$ cat src/rtl/mode_controller_if.sv
// Front-panel bus for mode_controller: raw push-buttons in, level-held mode signals out.
interface mode_controller_if;
  logic       btn_power;
  logic       btn_sleep;
  logic       btn_atmos;
  logic       sysOn;
  logic       sleep;
  logic       atmospheric;
  logic [1:0] mode;

  // Panel/stimulus side: drives the buttons, observes the mode signals.
  modport master (
    output btn_power, btn_sleep, btn_atmos,
    input  sysOn, sleep, atmospheric, mode
  );

  // Controller side.
  modport slave (
    input  btn_power, btn_sleep, btn_atmos,
    output sysOn, sleep, atmospheric, mode
  );
endinterface

$ cat src/rtl/mode_controller.sv
// mode_controller: synchronises and debounces the power/sleep/atmospheric buttons,
// runs the OFF/ON/SLEEP mode FSM and drives registered, level-held mode outputs.
// Optional feature macro: MODE_CTRL_AUTO_SLEEP_EN (idle timeout from ON into SLEEP).
module mode_controller #(
  parameter int DEBOUNCE_CYCLES = 16,
  parameter int IDLE_TIMEOUT    = 1000
) (
  input  logic           clk,
  input  logic           rst,
  mode_controller_if.slave bus
);

  localparam int CW = $clog2(DEBOUNCE_CYCLES) + 1;
  localparam logic [CW-1:0] CNT_LAST = CW'(DEBOUNCE_CYCLES - 1);

  // Both parameters must be at least 1 or the counters have no terminal value.
  if (DEBOUNCE_CYCLES < 1 || IDLE_TIMEOUT < 1) begin : g_bad_param
    $error("mode_controller: DEBOUNCE_CYCLES and IDLE_TIMEOUT must be >= 1");
  end

  typedef enum logic [1:0] {
    S_OFF   = 2'b00,
    S_ON    = 2'b01,
    S_SLEEP = 2'b10,
    S_BAD   = 2'b11
  } state_t;

  // Button index: 0 = power, 1 = sleep, 2 = atmospheric.
  logic [2:0]    w_raw;
  logic [2:0]    r_sync1;
  logic [2:0]    r_sync2;
  logic [2:0]    r_stable;
  logic [2:0]    r_press;
  logic [CW-1:0] r_cnt [3];

  logic   w_p;
  logic   w_s;
  logic   w_a;

  state_t r_state;
  state_t w_state_nxt;
  logic   r_atmos;
  logic   w_atmos_nxt;
  logic   r_sys_on;
  logic   r_sleep;
  logic [1:0] r_mode;

`ifdef MODE_CTRL_AUTO_SLEEP_EN
  localparam int IW = $clog2(IDLE_TIMEOUT) + 1;
  localparam logic [IW-1:0] IDLE_LAST = IW'(IDLE_TIMEOUT - 1);
  logic [IW-1:0] r_idle;
  logic [IW-1:0] w_idle_nxt;
`endif

  assign w_raw = {bus.btn_atmos, bus.btn_sleep, bus.btn_power};
  assign w_p   = r_press[0];
  assign w_s   = r_press[1];
  assign w_a   = r_press[2];

  // Two-flop synchronisers, per-button debounce counters and rising-edge press pulses.
  always_ff @(posedge clk) begin
    if (rst) begin
      r_sync1  <= 3'b000;
      r_sync2  <= 3'b000;
      r_stable <= 3'b000;
      r_press  <= 3'b000;
      for (int i = 0; i < 3; i++) begin
        r_cnt[i] <= '0;
      end
    end else begin
      r_sync1 <= w_raw;
      r_sync2 <= r_sync1;
      for (int i = 0; i < 3; i++) begin
        if (r_sync2[i] == r_stable[i]) begin
          r_cnt[i]   <= '0;
          r_press[i] <= 1'b0;
        end else if (r_cnt[i] == CNT_LAST) begin
          // Level accepted; only a newly accepted high level is a press.
          r_stable[i] <= r_sync2[i];
          r_cnt[i]    <= '0;
          r_press[i]  <= r_sync2[i];
        end else begin
          r_cnt[i]   <= r_cnt[i] + CW'(1);
          r_press[i] <= 1'b0;
        end
      end
    end
  end

  // Next-state and atmospheric logic; one press acts per cycle, power > sleep > atmos.
  always_comb begin
    w_state_nxt = r_state;
    w_atmos_nxt = r_atmos;
`ifdef MODE_CTRL_AUTO_SLEEP_EN
    w_idle_nxt  = '0;
`endif
    case (r_state)
      S_OFF: begin
        w_atmos_nxt = 1'b0;
        if (w_p) begin
          w_state_nxt = S_ON;
        end else begin
          w_state_nxt = S_OFF;
        end
      end
      S_ON: begin
        if (w_p) begin
          w_state_nxt = S_OFF;
          w_atmos_nxt = 1'b0;
        end else if (w_s) begin
          w_state_nxt = S_SLEEP;
        end else if (w_a) begin
          w_atmos_nxt = ~r_atmos;
        end else begin
`ifdef MODE_CTRL_AUTO_SLEEP_EN
          if (r_idle == IDLE_LAST) begin
            w_state_nxt = S_SLEEP;
          end else begin
            w_idle_nxt = r_idle + IW'(1);
          end
`else
          w_state_nxt = S_ON;
`endif
        end
      end
      S_SLEEP: begin
        if (w_p) begin
          w_state_nxt = S_OFF;
          w_atmos_nxt = 1'b0;
        end else if (w_s) begin
          w_state_nxt = S_ON;
        end else begin
          w_state_nxt = S_SLEEP;
        end
      end
      default: begin
        // Unused encoding: fall back to the safe OFF state.
        w_state_nxt = S_OFF;
        w_atmos_nxt = 1'b0;
      end
    endcase
  end

  // State register and registered output decode taken from the next state.
  always_ff @(posedge clk) begin
    if (rst) begin
      r_state  <= S_OFF;
      r_atmos  <= 1'b0;
      r_sys_on <= 1'b0;
      r_sleep  <= 1'b0;
      r_mode   <= 2'b00;
    end else begin
      r_state  <= w_state_nxt;
      r_atmos  <= w_atmos_nxt;
      r_sys_on <= (w_state_nxt != S_OFF);
      r_sleep  <= (w_state_nxt == S_SLEEP);
      r_mode   <= w_state_nxt;
    end
  end

`ifdef MODE_CTRL_AUTO_SLEEP_EN
  // Idle counter: counts press-free edges spent in ON.
  always_ff @(posedge clk) begin
    if (rst) begin
      r_idle <= '0;
    end else begin
      r_idle <= w_idle_nxt;
    end
  end
`endif

  assign bus.sysOn       = r_sys_on;
  assign bus.sleep       = r_sleep;
  assign bus.atmospheric = r_atmos;
  assign bus.mode        = r_mode;

endmodule
$ cat src/flat_wrapper.sv
// flat-port wrapper written by rule: the top's interface ports become plain ports
module mode_controller_flat 
#(
  parameter int DEBOUNCE_CYCLES = 16,
  parameter int IDLE_TIMEOUT    = 1000
)
  (clk, rst, bus_btn_power, bus_btn_sleep, bus_btn_atmos, bus_sysOn, bus_sleep, bus_atmospheric, bus_mode);
  mode_controller_if bus_i ();
  input  logic clk;
  input  logic rst;
  input wire logic [$bits(bus_i.btn_power)-1:0] bus_btn_power;
  input wire logic [$bits(bus_i.btn_sleep)-1:0] bus_btn_sleep;
  input wire logic [$bits(bus_i.btn_atmos)-1:0] bus_btn_atmos;
  output wire logic [$bits(bus_i.sysOn)-1:0] bus_sysOn;
  output wire logic [$bits(bus_i.sleep)-1:0] bus_sleep;
  output wire logic [$bits(bus_i.atmospheric)-1:0] bus_atmospheric;
  output wire logic [$bits(bus_i.mode)-1:0] bus_mode;
  assign bus_i.btn_power = bus_btn_power;
  assign bus_i.btn_sleep = bus_btn_sleep;
  assign bus_i.btn_atmos = bus_btn_atmos;
  assign bus_sysOn = bus_i.sysOn;
  assign bus_sleep = bus_i.sleep;
  assign bus_atmospheric = bus_i.atmospheric;
  assign bus_mode = bus_i.mode;
  mode_controller #(.DEBOUNCE_CYCLES(DEBOUNCE_CYCLES), .IDLE_TIMEOUT(IDLE_TIMEOUT)) u_core (.clk(clk), .rst(rst), .bus(bus_i));
endmodule
$ cat config.mk
export PLATFORM = sky130hd
export DESIGN_NAME = mode_controller_flat
export DESIGN_NICKNAME = d
export VERILOG_FILES = /design/src/rtl/mode_controller_if.sv /design/src/rtl/mode_controller.sv /design/src/flat_wrapper.sv
export SDC_FILE = /design/constraint.sdc
export NUM_CORES = 1
export LEC_CHECK = 0
export ABC_AREA = 1
export CAP_MARGIN = 20
export CORE_UTILIZATION = 55
export CTS_BUF_LIST = sky130_fd_sc_hd__clkbuf_4 sky130_fd_sc_hd__clkbuf_8 sky130_fd_sc_hd__clkbuf_16
export CTS_CLUSTER_DIAMETER = 40
export CTS_CLUSTER_SIZE = 16
export DETAILED_ROUTE_END_ITERATION = 7
export GPL_ROUTABILITY_DRIVEN = 0
export PLACE_DENSITY = 0.83
export SYNTH_ARGS = -nofsm -noshare
export SYNTH_HDL_FRONTEND = slang
export SYNTH_SLANG_ARGS = --single-unit
$ cat constraint.sdc
create_clock -name clk -period 1.8 [get_ports clk]
set_input_delay 0.54 -clock clk [delete_from_list [all_inputs] [get_ports clk]]
set_output_delay 0.54 -clock clk [all_outputs]
set_load 0.005 [all_outputs]
==> run summary, run 1 <==
For the fraction of the yosys area taken by sequential cells, the log shows 0.569. After clock tree synthesis, the clock-pin slew on the worst setup and hold paths is 0.09 ns. The nature of the critical path startpoint is a flop.

Tracing the worst setup path back leads to its startpoint at u_core.bus.mode[1]$_SDFF_PP0_. The die is 52.3 um wide. The share of synthesized registers carrying an async set or reset came out at 0.

The Yosys step of the flow raised 0 warnings. The later pin in the worst-skew pair is clocked with a latency of 0.31 ns. Entering global routing, the biggest net connects 11 pins. For the maximum clock skew at final layout, the log shows 0.00878 ns. Across all hold checks on the routed design, the worst slack comes to 0.406 ns. The ratio of total power to cell area works out to 793 nW/um2. Summing every instance area after synthesis gives 1390 um2. In this run the cell area measured after placement is 1560 um2. The tools report the count of different cell masters after synthesis as 25. Detail-routed net length per standard cell: 10.2 um. The number of clock buffers added by TritonCTS is 5.

Number of buffer and inverter stages on the critical path: 1. No sink is reached through more buffers than the 2 on the longest clock path. The element type at the critical path end is an output pin. The overall global routing resource usage is 0.192, and the wire length after detailed routing is 2090 um. For this run, the number of standard cells in the final layout without fillers is 205.

The sequential power share came out at 0.614. Before antenna repair, the detailed router went through 4 iterations. Measured in cells, the most critical reg-to-reg path has a length of 6.

The tools report the initial DRC count as 21. For this run, the slowest stage of the critical path takes 0.51 ns. Once layout is done, the placed cells without fillers occupy 1630 um2.

Detailed placement finished with a half-perimeter wire length of 1620 um. The tools report the register-to-register path setup slack as 0.18 ns. The endpoint identified for the worst register-to-register timing path is u_core.r_cnt[0][2]$_SDFFCE_PN0P_. For the initial antenna violation count, the log shows 0. The final hold violation count was 0. Once the clock tree was built, the resizer swapped 0 gates to a different size.

Counting tap cells, the placed design contains a total of 197 instances. The count of flip-flops with a built-in enable after synthesis was 15; the number of stages on the worst hold path was 2. The final net count was 187.

The first global-routing pass estimated 3700 um of wire. Setup violations remaining at the end of the flow were counted as 0. The number of hold buffers added after CTS was 0. STA puts the critical path data required time at 1.26 ns. Setup repair after global routing left no endpoint under its margin. The top cell types in the final layout, fill and taps aside, are 26 x inv_1, 25 x nor2_1, 16 x nand2_1, 16 x dfxtp_1. Among all stages on the critical path, the largest delay is contributed by clkdlybuf4s50_1. The smallest clock period supported by the final layout is computed as 1.73 ns. For the final antenna diode count, the log shows 0. Synthesis inferred 32 register bits.

After floorplanning, the core was sized to cover 2300 um2. The maximum net fanout on the critical path was 3; the number of H-tree branching levels was 2. The startpoint identified for the worst hold timing path is u_core.r_sync1[2]$_SDFF_PP0_. In this run the power spent charging and discharging nets is 265 uW. The fraction of the cycle the final worst path needs is 0.961. Final count of pins violating max slew: 0. For the clock network fraction of total power, the log shows 0.340.

The start-to-end type of the worst setup path is reg2out. The tools report the total power of the final layout as 1290 uW. The logs give 0.046 for the share of power burned in combinational logic and 10 for the I/O pin count. The most common cell after layout, fill and taps aside is inv_1.

Across the run, the number of max-cap violations was 0. The floorplan step set the die height to 52.3 um. The total via count in the routed design is 971, and the number of buffers added for setup after CTS is 0.

The via density per instance is 4.74, and the remaining number of nets flagged by the antenna check after routing is 0. The die area is 2730 um2. The path with the worst hold slack has its endpoint at u_core.r_sync2[2]$_SDFF_PP0_. The cell count after synthesis came out at 146. In the final layout, flip-flops and latches occupy 792 um2. The sum of overflow across all layers after global routing is 0. Derived from the worst setup path, the maximum achievable clock frequency is 578 MHz.

The class of the tightest hold or removal check was reg2reg. TritonCTS built the clock tree. The cell family contributing the most delay on the critical path is buffers and inverters. The share of cells above drive strength 1 came out at 0.124. In the synthesized netlist the dominant register cell turns out to be dfxtp_1. The count of buffers added on input and output ports is 9.

The analysis attributes to cell leakage a power of 0.000726 uW. Startpoint of the lowest-slack register-to-register path: u_core.r_cnt[0][0]$_SDFFCE_PN0P_. The layout overhead on the synthesized area works out to 17.4%. The multi-input combinational cells in the finished layout cover a total of 536 um2. The clock drives 32 sinks. The flow ran to the end, and the final reports show no timing, DRC or antenna violations. At the worst endpoint, the arrival time is 1.19 ns. The standard-cell row count came out at 17. Traced cell by cell, the critical path runs through clkdlybuf4s50_1. The number of global-route vias before repair was 923; the filler cell count was 179. The total internal power was 1030 uW; the post-detailed-route DRC marker count was 0. The average instance in the mapped netlist occupies 9.52 um2. The total negative slack is 0 ns, and the starting density of the core is 0.605. The cell at the root of the clock tree was clkbuf_4. The net switching fraction of the power was 0.205; the maximum resistive drop on vdd was 0.610 mV.
[power by group through the flow]
stage,Sequential [uW],Clock [uW],Combinational (uW)
6_report,795,440,59.5
5_1_grt,798,484,69.6
4_1_cts,795,450,59.1
3_5_place_dp,812,0,58.8
3_3_place_gp,810,0,55.2
2_1_floorplan,808,0,42.3
[worst max path at each step]
stage	end	cells past startpoint
2_1_floorplan	u_core.r_cnt[2][2]$_SDFFCE_PN0P_	7
3_3_place_gp	u_core.r_cnt[2][2]$_SDFFCE_PN0P_	5
3_5_place_dp	u_core.r_cnt[2][1]$_SDFFCE_PN0P_	5
4_1_cts	bus_mode[0]	1
5_1_grt	u_core.r_cnt[0][2]$_SDFFCE_PN0P_	6
6_report	bus_mode[1]	1
[metal layers]
metal  routed length (um)  global-route usage  share of wire  up-vias
li1                     -                   -              -      511
met1                  940               0.204           0.45      444
met2                 1080               0.346           0.52       14
met3                   60              0.0609          0.029        2
met4                    9              0.0789         0.0043        0
met5                    0                   0              0        -
[final cells by class]
cell class                 count  area share
sequential                    32       0.485
timing repair buffer          10      0.0598
multi-input combinational     99       0.328
clock buffer                   8      0.0406
inverter                      28      0.0644
tap                           28      0.0215
[state kept, by name (all words and copies together) (netlist names)]
register,flops
u_core.r_sync2,3
u_core.bus.atmospheric,1
u_core.bus.sleep,1
u_core.r_sync1,3
u_core.bus.sysOn,1
u_core.bus.mode,2
u_core.r_stable,3
u_core.r_cnt,15
u_core.r_press,3
[Yosys cell counts (2+ instances only)]
master / count / share of area
nand3_1: 12 / 0.043
nor2_1: 25 / 0.068
ha_1: 6 / 0.054
nor2_2: 2 / 0.0090
a21oi_1: 3 / 0.011
nor3b_2: 2 / 0.018
dfxtp_1: 17 / 0.24
inv_2: 2 / 0.0054
nand2_1: 16 / 0.043
inv_1: 26 / 0.070
nand4_1: 4 / 0.018
nor2_4: 2 / 0.016
o31ai_1: 2 / 0.011
nand3_2: 2 / 0.014
edfxtp_1: 15 / 0.32
[through the flow]
step / utilization / worst slack, ns
2_1_floorplan: - / 0.337
3_3_place_gp: 0.681 / 0.0973
3_5_place_dp: 0.681 / 0.0720
6_report: 0.710 / 0.0708
4_1_cts: 0.710 / 0.0210
5_1_grt: 0.710 / 0.0116
[logic make-up after synthesis]
group,after synthesis,synth area share
xor+xnor,2,0.0126
fa+ha+maj,6,0.0540
buf+inv,29,0.0837
simple gates,69,0.247
compound gates,7,0.0315
other cells,1,0.00270
flops,32,0.569
[worst reg2reg max path: stages, from the launching register on]
cell,delay (ns)
edfxtp_1,0.42
ha_1,0.25
and3_1,0.16
ha_1,0.19
inv_1,0.08
nand4_1,0.20
nor2_1,0.17
No activity file was read; power rests on OpenSTA's default activity.
==> run 2, diff against run 1 <==
- clock period: 1.8 -> 2.09 ns (I/O delays scaled with it)
==> run 2 against run 1 <==
  * Final cell count rose by 0.49%
  * Clock-buffer cell count did not move
  * Die area did not move
  * Worst hold slack improved by 0.0034 ns
  * Largest cell class unchanged
  * Highest routed layer unchanged
==> run summary, run 2 (synthesis gave the netlist of run 1 again) <==
The flow ran to the end, and the final reports show no timing, DRC or antenna violations. The pin count of the biggest net entering global routing is 10 (-1), and the depth of the most critical reg-to-reg path is 7 (+1). For the total via count in the routed design, the log shows 978 (+0.72%).

The family of cells with the greatest summed delay on the critical path is buffers and inverters. The maximum buffer depth of the clock tree is 2 (unchanged). The fraction of the cycle the final worst path needs was 0.896; the static leakage was 0.000730 uW (+0.59%). The clock transition time at the flip-flop clock pins of the worst setup and hold paths is 0.09 ns (about the same), and the final core area utilization is 0.713 (+0.00272).

The initial DRC count came out at 19 (-9.5%). The path class of the tightest hold or removal check is reg2reg. The tools report the met3 layer wire length in the routed design as 84 um (+40%). For the post-cts hold buffer count, the log shows 0 (unchanged).

The source-to-sink clock delay at the later pin of the worst-skew pair is 0.33 ns (+0.02 ns). The I/O pin count was 10 (unchanged); the count of final setup violators was 0 (unchanged). Setup repair after global routing left no endpoint under its margin. The maximum net fanout on the critical path is 4 (+1), and the detail-routed net length per standard cell is 10.8 um (+6.0%). The tools report the core region area as 2300 um2 (unchanged). The ratio of total power to cell area came out at 684 nW/um2 (-14%).

In the layout the commonest cells are 26 x inv_1, 25 x nor2_1, 17 x dfxtp_1, 16 x nand2_1. The number of stages on the worst hold path is 2 (unchanged). The final worst hold slack is 0.409 ns (+0.00335 ns), and the share of cells above drive strength 1 is 0.124 (-0.000698). Clock tree synthesis selected as its root buffer the cell clkbuf_4.

For the number of max-capacitance violations reported, the log shows 0 (unchanged). For the met2 routed wirelength, the log shows 1160 um (+7.7%). For the number of clock sinks, the log shows 32 (unchanged). The largest individual stage delay along the critical path comes from the cell clkdlybuf4s50_1.

For the maximum clock skew at final layout, the log shows 0.00428 ns (-0.00449 ns). The post-detailed-route DRC marker count was 0 (unchanged); the number of buffer cells added on primary ports was 9 (unchanged). In this run the most critical hold path is launched from u_core.r_sync1[1]$_SDFF_PP0_.

The worst hold path terminates at u_core.r_sync2[1]$_SDFF_PP0_. The final count of pins violating max slew came out at 0 (unchanged). The run gives 1.46 ns (+0.20 ns) as the data required time of the worst path. The wire length after detailed routing came out at 2230 um (+6.6%).

The number of global-route vias before repair is 1009 (+9.3%). The worst register-to-register path ends at u_core.r_cnt[2][2]$_SDFFCE_PN0P_. The overall die height works out to 52.3 um (unchanged).

The total negative slack came out at 0 ns (unchanged). Overall global routing resource usage: 0.207 (+0.0156). The filler cell count is 177 (-1.1%), and the length of routed wiring on met1 is 907 um (-3.5%). The library cell used most frequently in the layout, excluding fill and tap cells, is inv_1. The CTS buffer count came out at 5 (unchanged).

STA classifies the critical path endpoint as an output pin. Final setup slack of the worst path: 0.218 ns (+0.147 ns). The starting density of the core came out at 0.605 (unchanged).

The critical path's largest stage delay was 0.52 ns (about the same). The startpoint identified for the worst register-to-register timing path is u_core.r_cnt[2][0]$_SDFFCE_PN0P_. The estimated wirelength of the detail-placed design is 1670 um (+2.8%), and the register-to-register path setup slack is 0.47 ns (+0.29 ns). Via density per instance: 4.75 (+0.23%). Ranked by flip-flop count, first place goes to u_core.r_cnt. The standard-cell row count is 17 (unchanged), and the count of cells resized by post-cts repair is 0 (unchanged). The final antenna diode count is 0 (unchanged). The number of H-tree branching levels came out at 2 (unchanged). Uppermost layer routed: met4.

Number of buffer and inverter stages on the critical path: 1 (unchanged). The time the final worst path needs with I/O delays and setup is 1.87 ns. The tools report the sum of overflow across all layers after global routing as 0 (unchanged). The total iterations of the first detailed-routing run was 5 (+1); the number of buffers added for setup after CTS was 0 (unchanged). Timing would allow up to 534 MHz.

The maximum resistive drop on vdd was 0.608 mV (-0.31%). The remaining number of nets flagged by the antenna check after routing was 0 (unchanged); the horizontal die dimension was 52.3 um (unchanged). For the wire length of the first global-routing pass, the log shows 3880 um (+4.8%). The tools report the die area as 2730 um2 (unchanged). Final hold violation count: 0 (unchanged). The run gives 1.24 ns (+0.05 ns) as the data arrival time of the critical path. The final net count was 188 (+0.53%); the pre-CTS worst setup slack was 0.236 ns (+0.164 ns). TritonCTS built the clock tree. The critical path goes through clkdlybuf4s50_1. The run gives 0 (unchanged) as the initial antenna violation count. STA classifies the critical path startpoint as a flop. The critical path is of the reg2out type. The flip-flop count of the largest register, all copies and words added is 15 (unchanged), and the layout overhead on the synthesized area is 17.8%.
## run 2: cell type report
class                      count  area, um2  share of cell area
multi-input combinational     99        536               0.327
tap                           28       35.0              0.0214
inverter                      28        105              0.0642
clock buffer                   8       66.3              0.0405
sequential                    32        791               0.483
timing repair buffer          11        105              0.0642
## run 2: worst max-delay path by stage
stage | start | endpoint | slack, ns | cells past startpoint
final | u_core.bus.mode[0]$_SDFF_PP0_ | bus_mode[0] | 0.22 | 1
after global routing | u_core.bus.mode[0]$_SDFF_PP0_ | bus_mode[0] | 0.15 | 1
after CTS | u_core.bus.mode[0]$_SDFF_PP0_ | bus_mode[0] | 0.22 | 1
after detailed placement | rst | u_core.r_cnt[0][3]$_SDFFCE_PN0P_ | 0.24 | 4
after global placement | rst | u_core.r_cnt[0][3]$_SDFFCE_PN0P_ | 0.26 | 4
after floorplan | u_core.r_cnt[2][0]$_SDFFCE_PN0P_ | u_core.r_cnt[2][2]$_SDFFCE_PN0P_ | 0.63 | 7
## run 2: where the power goes
group          switching (uW)  leakage, uW  internal, uW  total (uW)
clock network             192    0.0000394           192         384
registers                11.6     0.000293           673         685
logic                    30.0     0.000398          22.2        52.1
total                     234     0.000730           887        1120
## run 2: worst reg2reg max path, delay by kind of cell (launching register included)
kind	cells	cell delay (ns)
simple gates	5	0.57
flops	1	0.44
fa+ha+maj	2	0.47
## run 2: per-layer routing
layer	up-vias	GRT usage
li1	515	-
met1	437	0.188
met2	18	0.387
met3	8	0.0609
met4	0	0.145
met5	-	0
## run 2: through the flow
stage	instances	power (uW)	instance area [um2]
6_report	206	1120	1640
5_1_grt	206	1160	1640
4_1_cts	206	1130	1640
3_5_place_dp	198	750	1570
3_3_place_gp	198	746	1570
2_1_floorplan	160	732	1440
==> run 3, diff against run 2 <==
- ABC_AREA: 1 -> default
- PLACE_DENSITY: 0.83 -> 0.84
==> run 3 against run 2 <==
  * Wire length decreased by 18%
  * Power decreased by 3.9%
  * Non-clock buffer count unchanged
  * Flip-flop and latch count unchanged
  * Clock power decreased by 10%
  * Worst hold slack improved by 0.030 ns
  * Global-route usage decreased by 2.4 points
  * Register-to-register slack got worse by 0.13 ns
  * Utilization decreased by 1.6 points
  * Sequential share of layout area increased by 2.0 points
  * Clock-buffer cell count decreased by 1
  * Critical path type unchanged
==> run summary, run 3 <==
Counting instances in the post-synthesis netlist gives the leading cell types as 21 x nor2_1, 17 x dfxtp_1, 15 x edfxtp_1. The ratio of total power to cell area is 686 nW/um2 (+0.19%). The final worst hold slack came out at 0.439 ns (+0.0302 ns). The logs give 0.593 (+0.0246) for the fraction of the yosys area taken by sequential cells and 2 (unchanged) for the maximum buffer depth of the clock tree. u_core.r_cnt holds more flip-flops than any other register. Number of clock sinks: 32 (unchanged). The destination of the worst register-to-register timing path is u_core.r_cnt[2][2]$_SDFFCE_PN0P_. The run finished with clean final reports. The synthesized instance count is 115 (-21%).

For the starting density of the core, the log shows 0.591 (-0.0141). The pin count of the biggest net entering global routing is 10 (unchanged). The kind of cell with the highest combined delay along the critical path is buffers and inverters. The nature of the critical path startpoint is a flop.

The number of stages on the worst hold path works out to 1 (-1). The data required time of the worst path is 1.46 ns (about the same). The count of cells resized by post-cts repair is 0 (unchanged), and the total iterations of the first detailed-routing run is 3 (-2). The count of final setup violators was 0 (unchanged). The fraction of post-synthesis cell area in the top cell type by area was 0.338 (+0.0140). Library cell contributing the largest single delay on the critical path: clkdlybuf4s50_1.

The maximum clock skew at final layout was 0.00255 ns (-0.00173 ns); the CTS buffer count was 5 (unchanged). The initial antenna violation count came out at 0 (unchanged). The number of cells in the finished layout apart from fillers is 174 (-16%), and the flip-flop count of the largest register, all copies and words added is 15 (unchanged). Share of cells above drive strength 1: 0.103 (-0.0209). The fraction of the cycle the final worst path needs is 0.876 (-0.0192), and the number of buffers added for setup after CTS is 0 (unchanged). Overall die height: 51.2 um (-2.0%). The final net count is 156 (-17%), and the count of different cell masters after synthesis is 25 (unchanged). The critical path goes through clkdlybuf4s50_1. The time the final worst path needs with I/O delays and setup is 1.83 ns (-0.0401 ns).

The post-detailed-route DRC marker count is 0 (unchanged), and the number of buffer and inverter stages on the critical path is 1 (unchanged). The I/O pin count is 10 (unchanged), and the critical path's largest stage delay is 0.51 ns (about the same). Mean instance size in the synthesized netlist: 11.6 um2 (+22%). The die area was 2620 um2 (-4.0%); the via density per instance was 4.77 (+0.47%).

The run gives 0.617 mV (+1.4%) as the maximum resistive drop on vdd. The tools report the static leakage as 0.000627 uW (-14%). By area the synthesized netlist is led by edfxtp_1 34%, dfxtp_1 26%, nor2_1 5.9%, ha_1 5.6%, xnor2_1 3.9%. The final hold violation count was 0 (unchanged); the number of H-tree branching levels was 2 (unchanged). The number of max-capacitance violations reported is 0 (unchanged), and the synthesis-stage register bit count is 32 (unchanged). Count of flip-flops with a built-in enable after synthesis: 15 (unchanged). Number of global-route vias before repair: 843 (-16%). The logs give 0 (unchanged) for the sum of overflow across all layers after global routing and 0.183 (-0.0245) for the overall global routing resource usage. TritonCTS built the clock tree. Register-to-register path setup slack: 0.34 ns (-0.13 ns).

Netlist area before placement: 1330 um2 (-4.1%). Horizontal die dimension: 51.2 um (-2.0%). The final core area utilization was 0.697 (-0.0160). The maximum net fanout on the critical path came out at 4 (unchanged). The run gives 0 (unchanged) as the remaining number of nets flagged by the antenna check after routing. The detail-routed net length per standard cell works out to 10.4 um (-3.5%). The final antenna diode count was 0 (unchanged); the total via count in the routed design was 830 (-15%). The biggest area contributor in the post-synthesis netlist is edfxtp_1.

The run gives 1420 um (-15%) as the estimated wirelength of the detail-placed design. The hold-critical path endpoint is u_core.r_sync2[1]$_SDFF_PP0_. The post-cts hold buffer count was 0 (unchanged).

The cell count after placement was 166 (-16%). The layout overhead on the synthesized area works out to 17.9% (about the same). The cell at the root of the clock tree was clkbuf_4. The startpoint of the most critical hold path is u_core.r_sync1[1]$_SDFF_PP0_. Class of the tightest hold or removal check: reg2reg. The maximum clock rate was 546 MHz (+2.2%); the depth of the most critical reg-to-reg path was 5 (-2). The clock transition time at the flip-flop clock pins of the worst setup and hold paths was 0.09 ns (about the same). The wire length of the first global-routing pass came out at 3340 um (-14%). The wire length after detailed routing was 1820 um (-18%); the source-to-sink clock delay at the later pin of the worst-skew pair was 0.32 ns (about the same).

The worst setup path is captured at an output pin. By instance count, the leading cell after synthesis is nor2_1. The data arrival time of the critical path came out at 1.20 ns (-0.04 ns). The top cell types in the final layout, fill and taps aside, are 21 x nor2_1, 17 x dfxtp_1, 15 x edfxtp_1, 15 x conb_1, 9 x clkdlybuf4s50_1.

The logs give 2250 um2 (-1.9%) for the core region area and 0 ns (unchanged) for the total negative slack. The total power of the final layout was 1080 uW (-3.9%); the initial DRC count was 8 (-11). Most common flop cell mapped by yosys: dfxtp_1. By startpoint and endpoint, the worst setup path is classified as reg2out.

The share of synthesized registers carrying an async set or reset was 0 (unchanged). Setup repair after global routing left no endpoint under its margin. The standard-cell row count was 17 (unchanged); the number of warning messages in the yosys log was 0 (unchanged). The most common cell after layout, fill and taps aside was nor2_1.

The worst register-to-register path begins at u_core.r_cnt[2][0]$_SDFFCE_PN0P_. The final count of pins violating max slew is 0 (unchanged), and the number of buffer cells added on primary ports is 9 (unchanged).
## run 3: cell count changes in the layout (fill, tap and decap cells not counted), sizes merged, moves of 4 or more
cell,delta
inv,-22
mux2i,+4
nand2,-14
nand3,-10
nand4,-4
nor2,-8
nor2b,+7
xnor2,+5
## run 3: area by class of cell
class                      instances  area [um2]
clock buffer                       7        52.6
timing repair buffer              11         105
sequential                        32         791
fill                             179         683
clock inverter                     1        3.75
multi-input combinational         89         562
inverter                           6        22.5
tap                               28        35.0
## run 3: per-stage QoR
step                cell area (um2)  setup slack [ns]
floorplan                      1390             0.463
global placement               1520             0.204
detailed placement             1520             0.203
CTS                            1570             0.237
global route                   1570             0.196
finish                         1570             0.258
## run 3: cell families (layout without fill, tap and decap cells)
family | count (synthesis) | count (layout) | share of synthesized area
compound gates | 5 | 5 | 0.0216
other cells | 1 | 15 | 0.00281
mux | 4 | 4 | 0.0300
fa+ha+maj | 6 | 6 | 0.0563
xor+xnor | 9 | 9 | 0.0592
simple gates | 50 | 50 | 0.212
buf+inv | 8 | 25 | 0.0244
flops | 32 | 32 | 0.593
## run 3: where the power goes
| part | leakage [uW] | internal (uW) | total, uW | switching [uW] |
|---|---|---|---|---|
| registers | 0.000293 | 673 | 684 | 10.9 |
| clock network | 0.0000338 | 155 | 344 | 189 |
| logic | 0.000300 | 25.5 | 49.4 | 24.0 |
| total | 0.000627 | 854 | 1080 | 224 |
## run 3: how the worst max path moves through the flow
| stage | from | endpoint | cells after the start |
|---|---|---|---|
| after global routing | u_core.bus.mode[0]$_SDFF_PP0_ | bus_mode[0] | 1 |
| final | u_core.bus.mode[0]$_SDFF_PP0_ | bus_mode[0] | 1 |
| after detailed placement | rst | u_core.r_cnt[0][2]$_SDFFCE_PN0P_ | 3 |
| after floorplan | u_core.r_cnt[2][0]$_SDFFCE_PN0P_ | u_core.r_cnt[2][2]$_SDFFCE_PN0P_ | 5 |
| after global placement | rst | u_core.r_cnt[0][2]$_SDFFCE_PN0P_ | 3 |
| after CTS | u_core.bus.mode[0]$_SDFF_PP0_ | bus_mode[0] | 1 |
## run 3: routing by layer
layer / wire (um) / vias to the layer above / global-route usage
met2: 902 / 14 / 0.316
met3: 91 / 7 / 0.0804
met4: 37 / 0 / 0.0676
met5: 0 / - / 0
met1: 783 / 373 / 0.197
li1: - / 436 / -
